**src/rtl/msrv_32_wb_arbiter_if.sv**
```systemverilog
// ============================================================================
// msrv_32_wb_arbiter_if : writeback request, issue/check and register-file
// write bundle for msrv_32_wb_arbiter.  Revision 1.0
// ============================================================================
`default_nettype none

interface msrv_32_wb_arbiter_if #(
   parameter int DATA_W = 32,
   parameter int ADDR_W = 5
);
   logic [2:0]              req_valid_in;
   logic [3*ADDR_W-1:0]     req_addr_in;
   logic [3*DATA_W-1:0]     req_data_in;
   logic [2:0]              req_ready_out;
   logic                    issue_valid_in;
   logic [ADDR_W-1:0]       issue_rd_addr_in;
   logic [ADDR_W-1:0]       chk_rs1_addr_in;
   logic [ADDR_W-1:0]       chk_rs2_addr_in;
   logic [ADDR_W-1:0]       chk_rd_addr_in;
   logic                    hazard_out;
   logic                    wr_en_out;
   logic [ADDR_W-1:0]       rd_addr_out;
   logic [DATA_W-1:0]       rd_out;
   logic [(1<<ADDR_W)-1:0]  busy_out;

   modport slave (
      input  req_valid_in, req_addr_in, req_data_in,
      input  issue_valid_in, issue_rd_addr_in,
      input  chk_rs1_addr_in, chk_rs2_addr_in, chk_rd_addr_in,
      output req_ready_out, hazard_out, wr_en_out, rd_addr_out, rd_out, busy_out
   );

   modport master (
      output req_valid_in, req_addr_in, req_data_in,
      output issue_valid_in, issue_rd_addr_in,
      output chk_rs1_addr_in, chk_rs2_addr_in, chk_rd_addr_in,
      input  req_ready_out, hazard_out, wr_en_out, rd_addr_out, rd_out, busy_out
   );
endinterface

`default_nettype wire

```
**src/rtl/msrv_32_wb_arbiter.sv**
```systemverilog
// ============================================================================
// msrv_32_wb_arbiter : three-way register-file writeback arbiter with busy
// scoreboard and decode hazard flag.  Macro MSRV32_WB_ROUND_ROBIN_EN selects
// round-robin arbitration; otherwise fixed priority load > ALU > CSR.
// Revision 1.0
// ============================================================================
`default_nettype none

module msrv_32_wb_arbiter #(
   parameter int DATA_W = 32,
   parameter int ADDR_W = 5
) (
   input  wire logic            ms_risc32_mp_clk_in,
   input  wire logic            ms_risc32_mp_rst_in,
   msrv_32_wb_arbiter_if.slave  wb
);
   localparam int NREG = 1 << ADDR_W;

   logic [1:0]         sel;
   logic               gnt_any;
   logic [2:0]         grant;
   logic [ADDR_W-1:0]  gnt_addr;
   logic [DATA_W-1:0]  gnt_data;
   logic [NREG-1:0]    busy;
   logic [NREG-1:0]    busy_nxt;
   logic               wr_en;
   logic [ADDR_W-1:0]  rd_addr;
   logic [DATA_W-1:0]  rd_data;

`ifdef MSRV32_WB_ROUND_ROBIN_EN
   logic [1:0] ptr;
   logic [1:0] cand0;
   logic [1:0] cand1;
   logic [1:0] cand2;

   // Search order starts at the pointer and wraps through the other two.
   always_comb begin
      case (ptr)
         2'd1:    {cand0, cand1, cand2} = {2'd1, 2'd2, 2'd0};
         2'd2:    {cand0, cand1, cand2} = {2'd2, 2'd0, 2'd1};
         default: {cand0, cand1, cand2} = {2'd0, 2'd1, 2'd2};
      endcase
      sel     = 2'd0;
      gnt_any = 1'b0;
      if (wb.req_valid_in[cand0]) begin
         sel     = cand0;
         gnt_any = 1'b1;
      end else if (wb.req_valid_in[cand1]) begin
         sel     = cand1;
         gnt_any = 1'b1;
      end else if (wb.req_valid_in[cand2]) begin
         sel     = cand2;
         gnt_any = 1'b1;
      end
   end

   always_ff @(posedge ms_risc32_mp_clk_in or posedge ms_risc32_mp_rst_in) begin
      if (ms_risc32_mp_rst_in) begin
         ptr <= 2'd0;
      end else if (gnt_any) begin
         ptr <= (sel == 2'd2) ? 2'd0 : sel + 2'd1;
      end
   end
`else
   always_comb begin
      sel     = 2'd0;
      gnt_any = 1'b0;
      if (wb.req_valid_in[1]) begin
         sel     = 2'd1;
         gnt_any = 1'b1;
      end else if (wb.req_valid_in[0]) begin
         sel     = 2'd0;
         gnt_any = 1'b1;
      end else if (wb.req_valid_in[2]) begin
         sel     = 2'd2;
         gnt_any = 1'b1;
      end
   end
`endif

   always_comb begin
      grant = 3'b000;
      if (gnt_any) begin
         grant[sel] = 1'b1;
      end
      case (sel)
         2'd1: begin
            gnt_addr = wb.req_addr_in[ADDR_W +: ADDR_W];
            gnt_data = wb.req_data_in[DATA_W +: DATA_W];
         end
         2'd2: begin
            gnt_addr = wb.req_addr_in[2*ADDR_W +: ADDR_W];
            gnt_data = wb.req_data_in[2*DATA_W +: DATA_W];
         end
         default: begin
            gnt_addr = wb.req_addr_in[0 +: ADDR_W];
            gnt_data = wb.req_data_in[0 +: DATA_W];
         end
      endcase
   end

   // Grants are suppressed while reset is held so no requester sees a transfer.
   assign wb.req_ready_out = ms_risc32_mp_rst_in ? 3'b000 : grant;

   // Clear first, then set: a newer issue to the same register stays in flight.
   always_comb begin
      busy_nxt = busy;
      if (gnt_any) begin
         busy_nxt[gnt_addr] = 1'b0;
      end
      if (wb.issue_valid_in && (wb.issue_rd_addr_in != '0)) begin
         busy_nxt[wb.issue_rd_addr_in] = 1'b1;
      end
      busy_nxt[0] = 1'b0;
   end

   always_ff @(posedge ms_risc32_mp_clk_in or posedge ms_risc32_mp_rst_in) begin
      if (ms_risc32_mp_rst_in) begin
         busy    <= '0;
         wr_en   <= 1'b0;
         rd_addr <= '0;
         rd_data <= '0;
      end else begin
         busy  <= busy_nxt;
         wr_en <= gnt_any && (gnt_addr != '0);
         if (gnt_any) begin
            rd_addr <= gnt_addr;
            rd_data <= gnt_data;
         end
      end
   end

   assign wb.wr_en_out   = wr_en;
   assign wb.rd_addr_out = rd_addr;
   assign wb.rd_out      = rd_data;
   assign wb.busy_out    = busy;
   assign wb.hazard_out  = busy[wb.chk_rs1_addr_in]
                         | busy[wb.chk_rs2_addr_in]
                         | busy[wb.chk_rd_addr_in];

endmodule

`default_nettype wire

```
**src/flat_wrapper.sv**
```systemverilog
// flat-port wrapper written by rule: the top's interface ports become plain ports
module msrv_32_wb_arbiter_flat 
#(
   parameter int DATA_W = 32,
   parameter int ADDR_W = 5
)
  (ms_risc32_mp_clk_in, ms_risc32_mp_rst_in, wb_req_valid_in, wb_req_addr_in, wb_req_data_in, wb_issue_valid_in, wb_issue_rd_addr_in, wb_chk_rs1_addr_in, wb_chk_rs2_addr_in, wb_chk_rd_addr_in, wb_req_ready_out, wb_hazard_out, wb_wr_en_out, wb_rd_addr_out, wb_rd_out, wb_busy_out);
  msrv_32_wb_arbiter_if #(.DATA_W(DATA_W), .ADDR_W(ADDR_W)) wb_i ();
  input  wire logic ms_risc32_mp_clk_in;
  input  wire logic ms_risc32_mp_rst_in;
  input wire logic [$bits(wb_i.req_valid_in)-1:0] wb_req_valid_in;
  input wire logic [$bits(wb_i.req_addr_in)-1:0] wb_req_addr_in;
  input wire logic [$bits(wb_i.req_data_in)-1:0] wb_req_data_in;
  input wire logic [$bits(wb_i.issue_valid_in)-1:0] wb_issue_valid_in;
  input wire logic [$bits(wb_i.issue_rd_addr_in)-1:0] wb_issue_rd_addr_in;
  input wire logic [$bits(wb_i.chk_rs1_addr_in)-1:0] wb_chk_rs1_addr_in;
  input wire logic [$bits(wb_i.chk_rs2_addr_in)-1:0] wb_chk_rs2_addr_in;
  input wire logic [$bits(wb_i.chk_rd_addr_in)-1:0] wb_chk_rd_addr_in;
  output wire logic [$bits(wb_i.req_ready_out)-1:0] wb_req_ready_out;
  output wire logic [$bits(wb_i.hazard_out)-1:0] wb_hazard_out;
  output wire logic [$bits(wb_i.wr_en_out)-1:0] wb_wr_en_out;
  output wire logic [$bits(wb_i.rd_addr_out)-1:0] wb_rd_addr_out;
  output wire logic [$bits(wb_i.rd_out)-1:0] wb_rd_out;
  output wire logic [$bits(wb_i.busy_out)-1:0] wb_busy_out;
  assign wb_i.req_valid_in = wb_req_valid_in;
  assign wb_i.req_addr_in = wb_req_addr_in;
  assign wb_i.req_data_in = wb_req_data_in;
  assign wb_i.issue_valid_in = wb_issue_valid_in;
  assign wb_i.issue_rd_addr_in = wb_issue_rd_addr_in;
  assign wb_i.chk_rs1_addr_in = wb_chk_rs1_addr_in;
  assign wb_i.chk_rs2_addr_in = wb_chk_rs2_addr_in;
  assign wb_i.chk_rd_addr_in = wb_chk_rd_addr_in;
  assign wb_req_ready_out = wb_i.req_ready_out;
  assign wb_hazard_out = wb_i.hazard_out;
  assign wb_wr_en_out = wb_i.wr_en_out;
  assign wb_rd_addr_out = wb_i.rd_addr_out;
  assign wb_rd_out = wb_i.rd_out;
  assign wb_busy_out = wb_i.busy_out;
  msrv_32_wb_arbiter #(.DATA_W(DATA_W), .ADDR_W(ADDR_W)) u_core (.ms_risc32_mp_clk_in(ms_risc32_mp_clk_in), .ms_risc32_mp_rst_in(ms_risc32_mp_rst_in), .wb(wb_i));
endmodule
```
**config.mk**
```make
export PLATFORM = sky130hd
export DESIGN_NAME = msrv_32_wb_arbiter_flat
export DESIGN_NICKNAME = d
export VERILOG_FILES = /design/src/rtl/msrv_32_wb_arbiter_if.sv /design/src/rtl/msrv_32_wb_arbiter.sv /design/src/flat_wrapper.sv
export SDC_FILE = /design/constraint.sdc
export NUM_CORES = 1
export LEC_CHECK = 0
export BUFFER_PORTS_ARGS = -buffer_cell sky130_fd_sc_hd__buf_2
export CAP_MARGIN = 20
export CORE_MARGIN = 10
export CORE_UTILIZATION = 52
export CTS_CLUSTER_DIAMETER = 60
export CTS_CLUSTER_SIZE = 8
export DETAILED_ROUTE_END_ITERATION = 8
export HOLD_SLACK_MARGIN = 0.08
export PLACE_DENSITY = 0.92
export SETUP_SLACK_MARGIN = 0.1
export SLEW_MARGIN = 40
export SYNTH_ARGS = -nofsm -noshare
export SYNTH_HDL_FRONTEND = slang
export SYNTH_SLANG_ARGS = --single-unit
export TNS_END_PERCENT = 50
```
**constraint.sdc**
```tcl
create_clock -name ms_risc32_mp_clk_in -period 3.5 [get_ports ms_risc32_mp_clk_in]
set_input_delay 0.35 -clock ms_risc32_mp_clk_in [delete_from_list [all_inputs] [get_ports ms_risc32_mp_clk_in]]
set_output_delay 0.35 -clock ms_risc32_mp_clk_in [all_outputs]
set_load 0.01 [all_outputs]
```
==> impl_metrics.json, run 1 <==
{
  "status": "completed",
  "syn2layout_area_growth_pct": 28.1,
  "fin_nets": 802,
  "cp.arrival_ns": 2.14,
  "cp-start-kind": "flip-flop",
  "postSynthCellCount": 475,
  "final.setup.tns_ns": 0,
  "synth_area_leader_cell": "dfrtp_1",
  "start_util_pct": 53.2,
  "hold_viol_final": 0,
  "grt_pass1_vias": 5083,
  "post_cts_buffers": 0,
  "crit_type": "flip-flop to primary output",
  "grtUsageTotal_pct": 26.4,
  "slew_headroom_pct": 53.8,
  "synth_nets": 612,
  "post-route-drc-count": 0,
  "pwr-share-seq_pct": 40.4,
  "cts_tree": "done",
  "worstMarginPinSlew_ns": 0.690,
  "dp_hpwl_um": 14100,
  "synthMuxAreaShare_pct": 18.9,
  "synth_top_area_share_pct": 37.2,
  "yosysSeqAreaShare_pct": 37.2,
  "fin_ws_ns": 1.01,
  "synth.top_cells.by_area": "dfrtp_1 37%, mux2i_1 9.1%, mux4_2 6.8%",
  "ant_nets": 0,
  "synth_top_family_by_area": "compound AO/OA/AOI/OAI gates",
  "grt_max_degree": 70,
  "die_w_um": 114,
  "power_density_nw_per_um2": 480,
  "dr.pass1.iters": 5,
  "timing.hold.ws_ns": 0.212,
  "place_ws_ns": 1.14,
  "post_cts_resized": 0,
  "clock-sinks": 69,
  "cp.required_ns": 3.15,
  "clockRootBuffer": "clkbuf_8",
  "critical_path_peak_fanout": 5,
  "end_kind": "primary output",
  "dpl_cell_area_sq_um": 5700,
  "yosys.area_share.simple_pct": 19.0,
  "synth-edff-count": 0,
  "synth-main-ff-cell": "dfrtp_1",
  "post_drt_wl_per_cell_um": 22.7,
  "max_freq_mhz": 401,
  "die_h_um": 114,
  "wirelength_um": 17700,
  "clk_pin_slew_worst_paths_ns": 0.07,
  "num_rows": 34,
  "drtIter0Drc": 434,
  "hold_path.class": "input pin to async pin",
  "routabilityCongestion": 0.969,
  "nFillCells": 669,
  "coreArea_sq_um": 8720,
  "synthArstFlopShare_pct": 100,
  "syn_area_per_cell_sq_um": 9.77,
  "internal-power_mw": 1.88,
  "worstSkewPairLatency_ns": 0.35,
  "yosys.cell_types.count": 62,
  "cts-hold-fix-buffers": 0,
  "synthAdderAreaFrac_pct": 0,
  "post-route-period-util_pct": 71.2,
  "routed-via-count": 4885,
  "multi_input_area_sq_um": 2710,
  "period_needed_ns": 2.49,
  "htreeDepth": 3,
  "yosys_warnings": 0,
  "grt_overflow": 0,
  "switching_power_uw": 979,
  "cts_buffer_depth": 2,
  "io_pins": 211,
  "p_clk_share_pct": 27.3,
  "skew_ns": 0,
  "fin_area_sq_um": 5950,
  "die_area_sq_um": 13100,
  "vias_per_cell": 6.26,
  "ys_seq_elements": 69,
  "finish.utilization_pct": 68.2,
  "netlist_area_sq_um": 4640,
  "rsz0062_at_grt": "no",
  "portBuffers": 209,
  "p_leak_nw": 2.84,
  "p_sw_share_pct": 34.3,
  "vdd.ir_drop.worst_mv": 0.336,
  "setup-violations-final": 0,
  "final_layout_size_suffix_gt1_share_pct": 40.6,
  "synth-xor-area-share_pct": 0,
  "register_area_sq_um": 1730,
  "antenna_found_initial": 2,
  "synth_compound_area_share_pct": 19.9,
  "drv_slew": 0,
  "power_frac_comb_pct": 32.3,
  "cts_buffers": 9,
  "drv_cap": 0,
  "grt_pass1_wl_um": 27500
}
[path summary, 6_finish.rpt]
| path | from | to | slack [ns] | depth (start not counted) |
|---|---|---|---|---|
| max in group asynchronous | ms_risc32_mp_rst_in | u_core.wb.rd_out[7]$_DFFE_PP0N_ | 2.86 | 3 |
| worst min register to register | u_core.wb.rd_addr_out[4]$_DFFE_PP0N_ | u_core.wb.rd_addr_out[4]$_DFFE_PP0N_ | 0.47 | 2 |
| worst min-delay path | ms_risc32_mp_rst_in | u_core.wb.busy_out[8]$_DFF_PP0_ | 0.21 | 3 |
| worst max-delay path | u_core.wb.busy_out[27]$_DFF_PP0_ | wb_hazard_out | 1.01 | 6 |
| worst max register to register | u_core.wb.busy_out[10]$_DFF_PP0_ | u_core.wb.busy_out[10]$_DFF_PP0_ | 2.67 | 1 |
| min in group ms_risc32_mp_clk_in | wb_req_data_in[21] | u_core.wb.rd_out[21]$_DFFE_PP0N_ | 0.27 | 3 |
[per-stage QoR]
step / cells / power, mW
floorplan: 475 / 1.65
global placement: 761 / 2.04
detailed placement: 762 / 2.08
CTS: 778 / 2.86
global route: 780 / 3.00
finish: 780 / 2.85
[worst max-delay path: stages, from the launching register on]
cell and delay (ns):
dfrtp_1 0.46, mux4_2 0.50, nand2b_4 0.15, and3_4 0.15, a2111oi_4 0.26, nand4_1 0.11
buf_2 0.16
[placed cells by master (no fill, tap or decap), drive strengths merged, types with 3 or more instances in the layout]
master / Yosys / routed
or3: 3 / 3
nand2b: 4 / 4
or2: 5 / 5
and3b: 3 / 3
o2bb2ai: 19 / 19
clkbuf: 17 / 10
nor2b: 3 / 3
nand3: 3 / 3
inv: 9 / 9
a211oi: 4 / 4
a21oi: 38 / 38
mux2i: 42 / 42
o21ai: 37 / 37
buf: 19 / 215
nand2: 42 / 42
nor3: 6 / 6
nand4b: 6 / 6
mux4: 19 / 19
dfrtp: 69 / 69
bufinv: 0 / 3
a22o: 8 / 8
nor2: 46 / 46
o211a: 4 / 4
and3: 4 / 4
nor3b: 6 / 6
o211ai: 3 / 3
o22ai: 4 / 4
nand4: 21 / 21
nand3b: 8 / 8
o41ai: 5 / 5
[layout make-up]
class,count,share of cell area [%]
multi-input combinational,361,45.5
sequential,69,29.0
timing repair buffer,215,18.5
tap,108,2.27
clock buffer,10,2.15
clock inverter,6,1.87
inverter,9,0.568
antenna,2,0.0842
[flip-flops by register name (all words and copies together) (netlist names)]
name,count
u_core.wb.wr_en_out,1
u_core.wb.busy_out,31
u_core.wb.rd_addr_out,5
u_core.wb.rd_out,32
[logic make-up after synthesis]
| family | after synthesis |
|---|---|
| AND/OR/NAND/NOR | 165 |
| multiplexers | 62 |
| flip-flops | 69 |
| other | 1 |
| AO/OA/AOI/OAI | 133 |
| buffers and inverters | 45 |
[cell usage after synthesis, drive strengths merged (5+ instances only)]
master,count
a21oi,38
a22o,8
buf,19
clkbuf,17
dfrtp,69
inv,9
mux2i,42
mux4,19
nand2,42
nand3b,8
nand4,21
nand4b,6
nor2,46
nor3,6
nor3b,6
o21ai,37
o2bb2ai,19
o41ai,5
or2,5
[routing by layer]
| layer | vias up | track usage [%] | share of wire, % |
|---|---|---|---|
| li1 | 2180 | - | - |
| met1 | 2326 | 30.9 | 37 |
| met2 | 310 | 41.4 | 46 |
| met3 | 69 | 10.4 | 12 |
| met4 | 0 | 12.5 | 4.6 |
| met5 | - | 0 | 0 |
[power groups by stage]
stage | Sequential (mW) | Clock (mW) | Combinational [mW]
after floorplan | 1.15 | 0 | 0.492
after CTS | 1.14 | 0.792 | 0.924
after global placement | 1.15 | 0 | 0.892
final | 1.15 | 0.780 | 0.922
after detailed placement | 1.15 | 0 | 0.921
after global routing | 1.17 | 0.824 | 1.00
Power figures use the tool's default switching activity.
==> run 2, diff against run 1 <==
--- a/config.mk
+++ b/config.mk
@@ -8,12 +8,12 @@
 export BUFFER_PORTS_ARGS = -buffer_cell sky130_fd_sc_hd__buf_2
 export CAP_MARGIN = 20
 export CORE_MARGIN = 10
-export CORE_UTILIZATION = 52
+export CORE_UTILIZATION = 48
 export CTS_CLUSTER_DIAMETER = 60
 export CTS_CLUSTER_SIZE = 8
 export DETAILED_ROUTE_END_ITERATION = 8
 export HOLD_SLACK_MARGIN = 0.08
-export PLACE_DENSITY = 0.92
+export PLACE_DENSITY = 0.87
 export SETUP_SLACK_MARGIN = 0.1
 export SLEW_MARGIN = 40
 export SYNTH_ARGS = -nofsm -noshare
==> constraint.sdc (replaced) <==
create_clock -name ms_risc32_mp_clk_in -period 2.3 [get_ports ms_risc32_mp_clk_in]
set_input_delay 0.23 -clock ms_risc32_mp_clk_in [delete_from_list [all_inputs] [get_ports ms_risc32_mp_clk_in]]
set_output_delay 0.23 -clock ms_risc32_mp_clk_in [all_outputs]
set_load 0.01 [all_outputs]
==> run 2 against run 1 <==
Net effect:
- flip-flop and latch count did not move
- clock skew did not move
- power rose by 47%
- the run now ends with negative setup slack left
- via count fell by 1.1%
- worst hold slack got worse by 0.13 ns
- design area rose by 1.1%
==> impl_metrics.json, run 2 (synthesis results as in run 1) <==
{
  "status": "finished, violations left",
  "violations": "negative setup slack",
  "clock-sinks": 69,
  "grt_max_degree": 70,
  "dp_hpwl_um": 13800,
  "portBuffers": 209,
  "routabilityCongestion": 1.01,
  "die_h_um": 118,
  "period_needed_ns": 2.39,
  "cp.required_ns": 2.07,
  "max_freq_mhz": 419,
  "grt_overflow": 0,
  "cts-hold-fix-buffers": 0,
  "post-route-drc-count": 0,
  "die_w_um": 118,
  "syn2layout_area_growth_pct": 29.5,
  "p_leak_nw": 2.84,
  "grt_pass1_vias": 5083,
  "cts_tree": "done",
  "hold_viol_final": 0,
  "crit_type": "flip-flop to primary output",
  "end_kind": "primary output",
  "dr.pass1.iters": 5,
  "post_drt_wl_per_cell_um": 21.1,
  "dpl_cell_area_sq_um": 5780,
  "power_density_nw_per_um2": 696,
  "vdd.ir_drop.worst_mv": 0.328,
  "ant_nets": 0,
  "cts_buffers": 9,
  "drtIter0Drc": 314,
  "start_util_pct": 49.8,
  "final.setup.tns_ns": -0.0875,
  "grt_pass1_wl_um": 27300,
  "slew_headroom_pct": 51.0,
  "timing.hold.ws_ns": 0.0790,
  "final_layout_size_suffix_gt1_share_pct": 42.1,
  "cts_buffer_depth": 2,
  "layout_commonest_cell": "buf_2",
  "cp-start-kind": "flip-flop",
  "fin_area_sq_um": 6010,
  "critical_path_peak_fanout": 5,
  "skew_ns": 0,
  "clockRootBuffer": "clkbuf_8",
  "antenna_found_initial": 5,
  "num_rows": 35,
  "final_cell_mix": "209 x buf_2, 64 x dfrtp_1, 45 x nor2_1",
  "htreeDepth": 3,
  "worstMarginPinSlew_ns": 0.731,
  "clk_pin_slew_worst_paths_ns": 0.08,
  "worstSkewPairLatency_ns": 0.35,
  "routed-via-count": 4831,
  "grtUsageTotal_pct": 23.8,
  "fin_ws_ns": -0.0875,
  "post-route-period-util_pct": 104,
  "io_pins": 211,
  "wirelength_um": 17100,
  "fin_nets": 809,
  "die_area_sq_um": 14000,
  "hold_path.class": "input pin to async pin",
  "rsz0062_at_grt": "yes",
  "power_mw": 4.18,
  "drv_cap": 0,
  "cp.arrival_ns": 2.16,
  "coreArea_sq_um": 9330,
  "vias_per_cell": 5.96,
  "drv_slew": 0,
  "setup-violations-final": 1,
  "largest_reg_flops": 32
}
-- run 2: cell types whose count changed in the layout (fill, tap and decap cells not counted), moves of 2 or more --
cell,change
diode_2,+2
clkinvlp_4,+3
bufinv_16,-2
dfrtp_1,-5
dfrtp_2,+5
buf_4,+7
-- run 2: worst paths after layout --
path	slack, ns	from	depth (start not counted)	to
min in group ms_risc32_mp_clk_in	0.14	wb_req_data_in[26]	3	u_core.wb.rd_out[26]$_DFFE_PP0N_
worst max register to register	1.43	u_core.wb.busy_out[4]$_DFF_PP0_	3	u_core.wb.busy_out[4]$_DFF_PP0_
worst min register to register	0.47	u_core.wb.rd_addr_out[4]$_DFFE_PP0N_	2	u_core.wb.rd_addr_out[4]$_DFFE_PP0N_
worst min-delay path	0.08	ms_risc32_mp_rst_in	3	u_core.wb.rd_out[14]$_DFFE_PP0N_
worst max-delay path	-0.09	u_core.wb.busy_out[21]$_DFF_PP0_	5	wb_hazard_out
max in group asynchronous	1.73	ms_risc32_mp_rst_in	3	u_core.wb.busy_out[24]$_DFF_PP0_
-- run 2: final cells by class --
type	count	area [sq um]
Inverter	9	37.5
Multi-Input combinational cell	361	2710
Tap cell	129	161
Timing Repair Buffer	222	1160
Clock inverter	6	62.6
Fill cell	798	3320
Sequential cell	69	1730
Clock buffer	10	138
Antenna cell	4	10.0
-- run 2: repair_timing --
item	4_1_cts	5_1_grt
gates cloned	0	0
pin swaps	0	1
buffers inserted	1	1
gates resized for setup	1	4
endpoints found under the setup margin	1	1
-- run 2: metal layers --
layer / track usage, % / share of wire (%)
met5: 0 / 0.076
met4: 10.4 / 3.7
met3: 10.1 / 12
met2: 39.3 / 47
met1: 26.4 / 36
-- run 2: per-stage QoR --
step | util (%) | setup WS, ns | std cells
after floorplan | - | 0.350 | 475
after global placement | 61.9 | 0.197 | 788
after detailed placement | 61.9 | 0.147 | 788
after CTS | 64.2 | -0.0958 | 805
after global routing | 64.4 | -0.150 | 809
final | 64.4 | -0.0875 | 810
-- run 2: report_power, final --
part | switching, mW | internal, mW | total, mW
logic | 0.733 | 0.721 | 1.45
clock network | 0.479 | 0.526 | 1.00
registers | 0.282 | 1.44 | 1.73
-- run 2: critical path: stages (launching register included) --
cell and delay (ns):
dfrtp_1 0.45, mux4_2 0.48, o211a_1 0.27, a2111oi_4 0.34, nand4_1 0.12, buf_2 0.15
==> run 3, diff against run 2 <==
--- a/config.mk
+++ b/config.mk
@@ -5,16 +5,16 @@
 export SDC_FILE = /design/constraint.sdc
 export NUM_CORES = 1
 export LEC_CHECK = 0
+export ABC_AREA = 1
 export BUFFER_PORTS_ARGS = -buffer_cell sky130_fd_sc_hd__buf_2
 export CAP_MARGIN = 20
 export CORE_MARGIN = 10
-export CORE_UTILIZATION = 48
+export CORE_UTILIZATION = 47
 export CTS_CLUSTER_DIAMETER = 60
 export CTS_CLUSTER_SIZE = 8
 export DETAILED_ROUTE_END_ITERATION = 8
 export HOLD_SLACK_MARGIN = 0.08
-export PLACE_DENSITY = 0.87
-export SETUP_SLACK_MARGIN = 0.1
+export PLACE_DENSITY = 0.86
 export SLEW_MARGIN = 40
 export SYNTH_ARGS = -nofsm -noshare
 export SYNTH_HDL_FRONTEND = slang
==> run 3 against run 2 <==
Net effect:
- the run now ends clean
- critical endpoint unchanged
- die area decreased by 0.82%
- setup slack better by 0.52 ns
- sequential power grew 2%
- highest routed layer unchanged
- first-iteration DRC count up 92%
- synthesized cell count increased by 37%
==> impl_metrics.json, run 3 <==
{
  "routed-via-count": 5415,
  "portBuffers": 209,
  "grt-busiest-layer": "met2",
  "netlist_area_sq_um": 4500,
  "grt_use_met3_pct": 8.06,
  "post_drt_wl_per_cell_um": 18.0,
  "syn2layout_area_growth_pct": 30.0,
  "hold_path.class": "input pin to flip-flop",
  "slew_headroom_pct": 54.0,
  "grtUsageTotal_pct": 24.5,
  "reg2reg_slack_ns": 1.48,
  "end_kind": "primary output",
  "cp.arrival_ns": 1.64,
  "use_met2_pct": 42.1,
  "start_util_pct": 48.5,
  "cp-start-kind": "flip-flop",
  "post-route-period-util_pct": 81.3,
  "hold_viol_final": 0,
  "dp_hpwl_um": 13700,
  "synth_nets": 786,
  "synth_most_common_cell": "nand2_1",
  "grt_pass1_wl_um": 28000,
  "fin_ws_ns": 0.430,
  "power_density_nw_per_um2": 702,
  "critical_path_peak_fanout": 3,
  "yosys_warnings": 0,
  "ant_nets": 0,
  "period_needed_ns": 1.87,
  "num_rows": 35,
  "synth_area_leader_cell": "dfrtp_1",
  "r2r-start": "u_core.wb.busy_out[1]$_DFF_PP0_",
  "vias_per_cell": 5.51,
  "nFillCells": 875,
  "post_cts_buffers": 0,
  "synth.top_cells.by_area": "dfrtp_1 38%, nand2_1 21%, nand3_1 8.8%",
  "final.setup.tns_ns": 0,
  "post-route-drc-count": 0,
  "io_pins": 211,
  "final_cell_mix": "248 x nand2_1, 209 x buf_2, 79 x nand3_1",
  "ff2ff_path_depth": 2,
  "grt_max_degree": 60,
  "clk_pin_slew_worst_paths_ns": 0.08,
  "vdd.ir_drop.worst_mv": 0.381,
  "clock-sinks": 69,
  "synth-edff-count": 0,
  "synth-main-ff-cell": "dfrtp_1",
  "drtIter0Drc": 602,
  "rr_endpoint": "u_core.wb.busy_out[1]$_DFF_PP0_",
  "syn_area_per_cell_sq_um": 6.93,
  "yosys.cell_types.count": 31,
  "skew_ns": 0,
  "grt_overflow": 0,
  "timing.hold.ws_ns": 0.139,
  "wirelength_um": 17700,
  "die_w_um": 118,
  "use_met1_pct": 27.2,
  "setup-violations-final": 0,
  "antenna_found_initial": 3,
  "power_mw": 4.11,
  "cts_buffer_depth": 2,
  "largest_reg_flops": 32,
  "max_freq_mhz": 535,
  "synth_top_area_share_pct": 38.4,
  "die_area_sq_um": 13900,
  "postSynthCellCount": 649,
  "synthTopCellsByCount": "248 x nand2_1, 79 x nand3_1, 69 x dfrtp_1",
  "status": "completed",
  "cts_tree": "done",
  "routabilityCongestion": 0.924,
  "startpoint": "u_core.wb.busy_out[3]$_DFF_PP0_",
  "cts_buffers": 9,
  "clockRootBuffer": "clkbuf_8",
  "p_leak_nw": 3.12,
  "dr.pass1.iters": 6,
  "drv_cap": 0,
  "crit_path_end": "wb_hazard_out",
  "rsz0062_at_grt": "no",
  "die_h_um": 118,
  "fin_nets": 984,
  "yosysSeqAreaShare_pct": 38.4,
  "synthArstFlopShare_pct": 100,
  "worstSkewPairLatency_ns": 0.34,
  "ys_seq_elements": 69,
  "layout_commonest_cell": "nand2_1",
  "place_ws_ns": 0.521,
  "cp.required_ns": 2.07,
  "coreArea_sq_um": 9280,
  "finish.utilization_pct": 63.0,
  "crit_type": "flip-flop to primary output",
  "grt_pass1_vias": 5366,
  "drv_slew": 0,
  "htreeDepth": 3,
  "worstMarginPinSlew_ns": 0.687,
  "final_layout_size_suffix_gt1_share_pct": 31.3
}
run 3: cell count changes after synthesis, sizes merged, moves of 7 or more:
cell and delta:
nand2 +214, nand3 +81, mux2i -42, inv +36
a21oi -35, a31oi +32, a22oi +29, nand4 -21
mux4 -19, o2bb2ai -19, a22o -8, nand3b -7
nor3 +7
run 3: how the worst min path moves through the flow:
stage,startpoint,endpoint,slack (ns),cells after the start
final,wb_req_data_in[18],u_core.wb.rd_out[18]$_DFFE_PP0N_,0.14,3
after CTS,wb_req_data_in[18],u_core.wb.rd_out[18]$_DFFE_PP0N_,0.12,3
after global placement,ms_risc32_mp_rst_in,u_core.wb.rd_out[15]$_DFFE_PP0N_,0.45,2
after detailed placement,ms_risc32_mp_rst_in,u_core.wb.rd_out[17]$_DFFE_PP0N_,0.44,2
after global routing,wb_req_data_in[11],u_core.wb.rd_out[11]$_DFFE_PP0N_,0.14,3
after floorplan,wb_req_data_in[74],u_core.wb.rd_out[10]$_DFFE_PP0N_,0.39,2
run 3: metrics by stage:
stage / cells / area [sq um]
detailed placement: 964 / 5630
global placement: 964 / 5630
CTS: 981 / 5840
floorplan: 649 / 4500
finish: 982 / 5850
global route: 982 / 5850
run 3: cell type report:
class,count,area [sq um],area share [%]
multi-input cells,505,2460,42.1
flip-flops and latches,69,1730,29.5
inverters,45,175,3.00
well taps,129,161,2.76
diodes,1,2.50,0.0428
repair buffers,217,1120,19.2
clock buffers,9,124,2.12
clock inverters,7,76.3,1.31
run 3: worst max-delay path, cell delays in order, from the launching register on:
cell	delay (ns)
dfrtp_1	0.40
inv_1	0.16
nand2_1	0.08
nand3_1	0.09
nand3_1	0.10
nand3_1	0.10
nand3_1	0.07
nand2_1	0.09
nand3_1	0.07
buf_2	0.14
run 3: kinds of logic after synthesis:
group / after synthesis / share of synthesized area [%]
AND/OR/NAND/NOR: 407 / 40.9
flip-flops: 69 / 38.4
other: 1 / 0.0833
buffers and inverters: 75 / 6.92
AO/OA/AOI/OAI: 97 / 13.7
run 3: metal layers:
| metal | part of all wire, % | vias to the layer above |
|---|---|---|
| met5 | 0.15 | - |
| met4 | 3.6 | 4 |
| met3 | 11 | 59 |
| met2 | 49 | 324 |
| met1 | 36 | 2481 |
| li1 | - | 2547 |
run 3: repair_timing:
action	in CTS	in global routing
gates resized for setup	0	0
hold buffers	1	0
endpoints found under the hold margin	28	0
run 3: where the power goes:
group	internal (mW)	switching, mW	leakage, nW
clock	0.504	0.491	0.0954
sequential	1.44	0.334	0.836
combinational	0.529	0.810	2.19
total	2.47	1.64	3.12
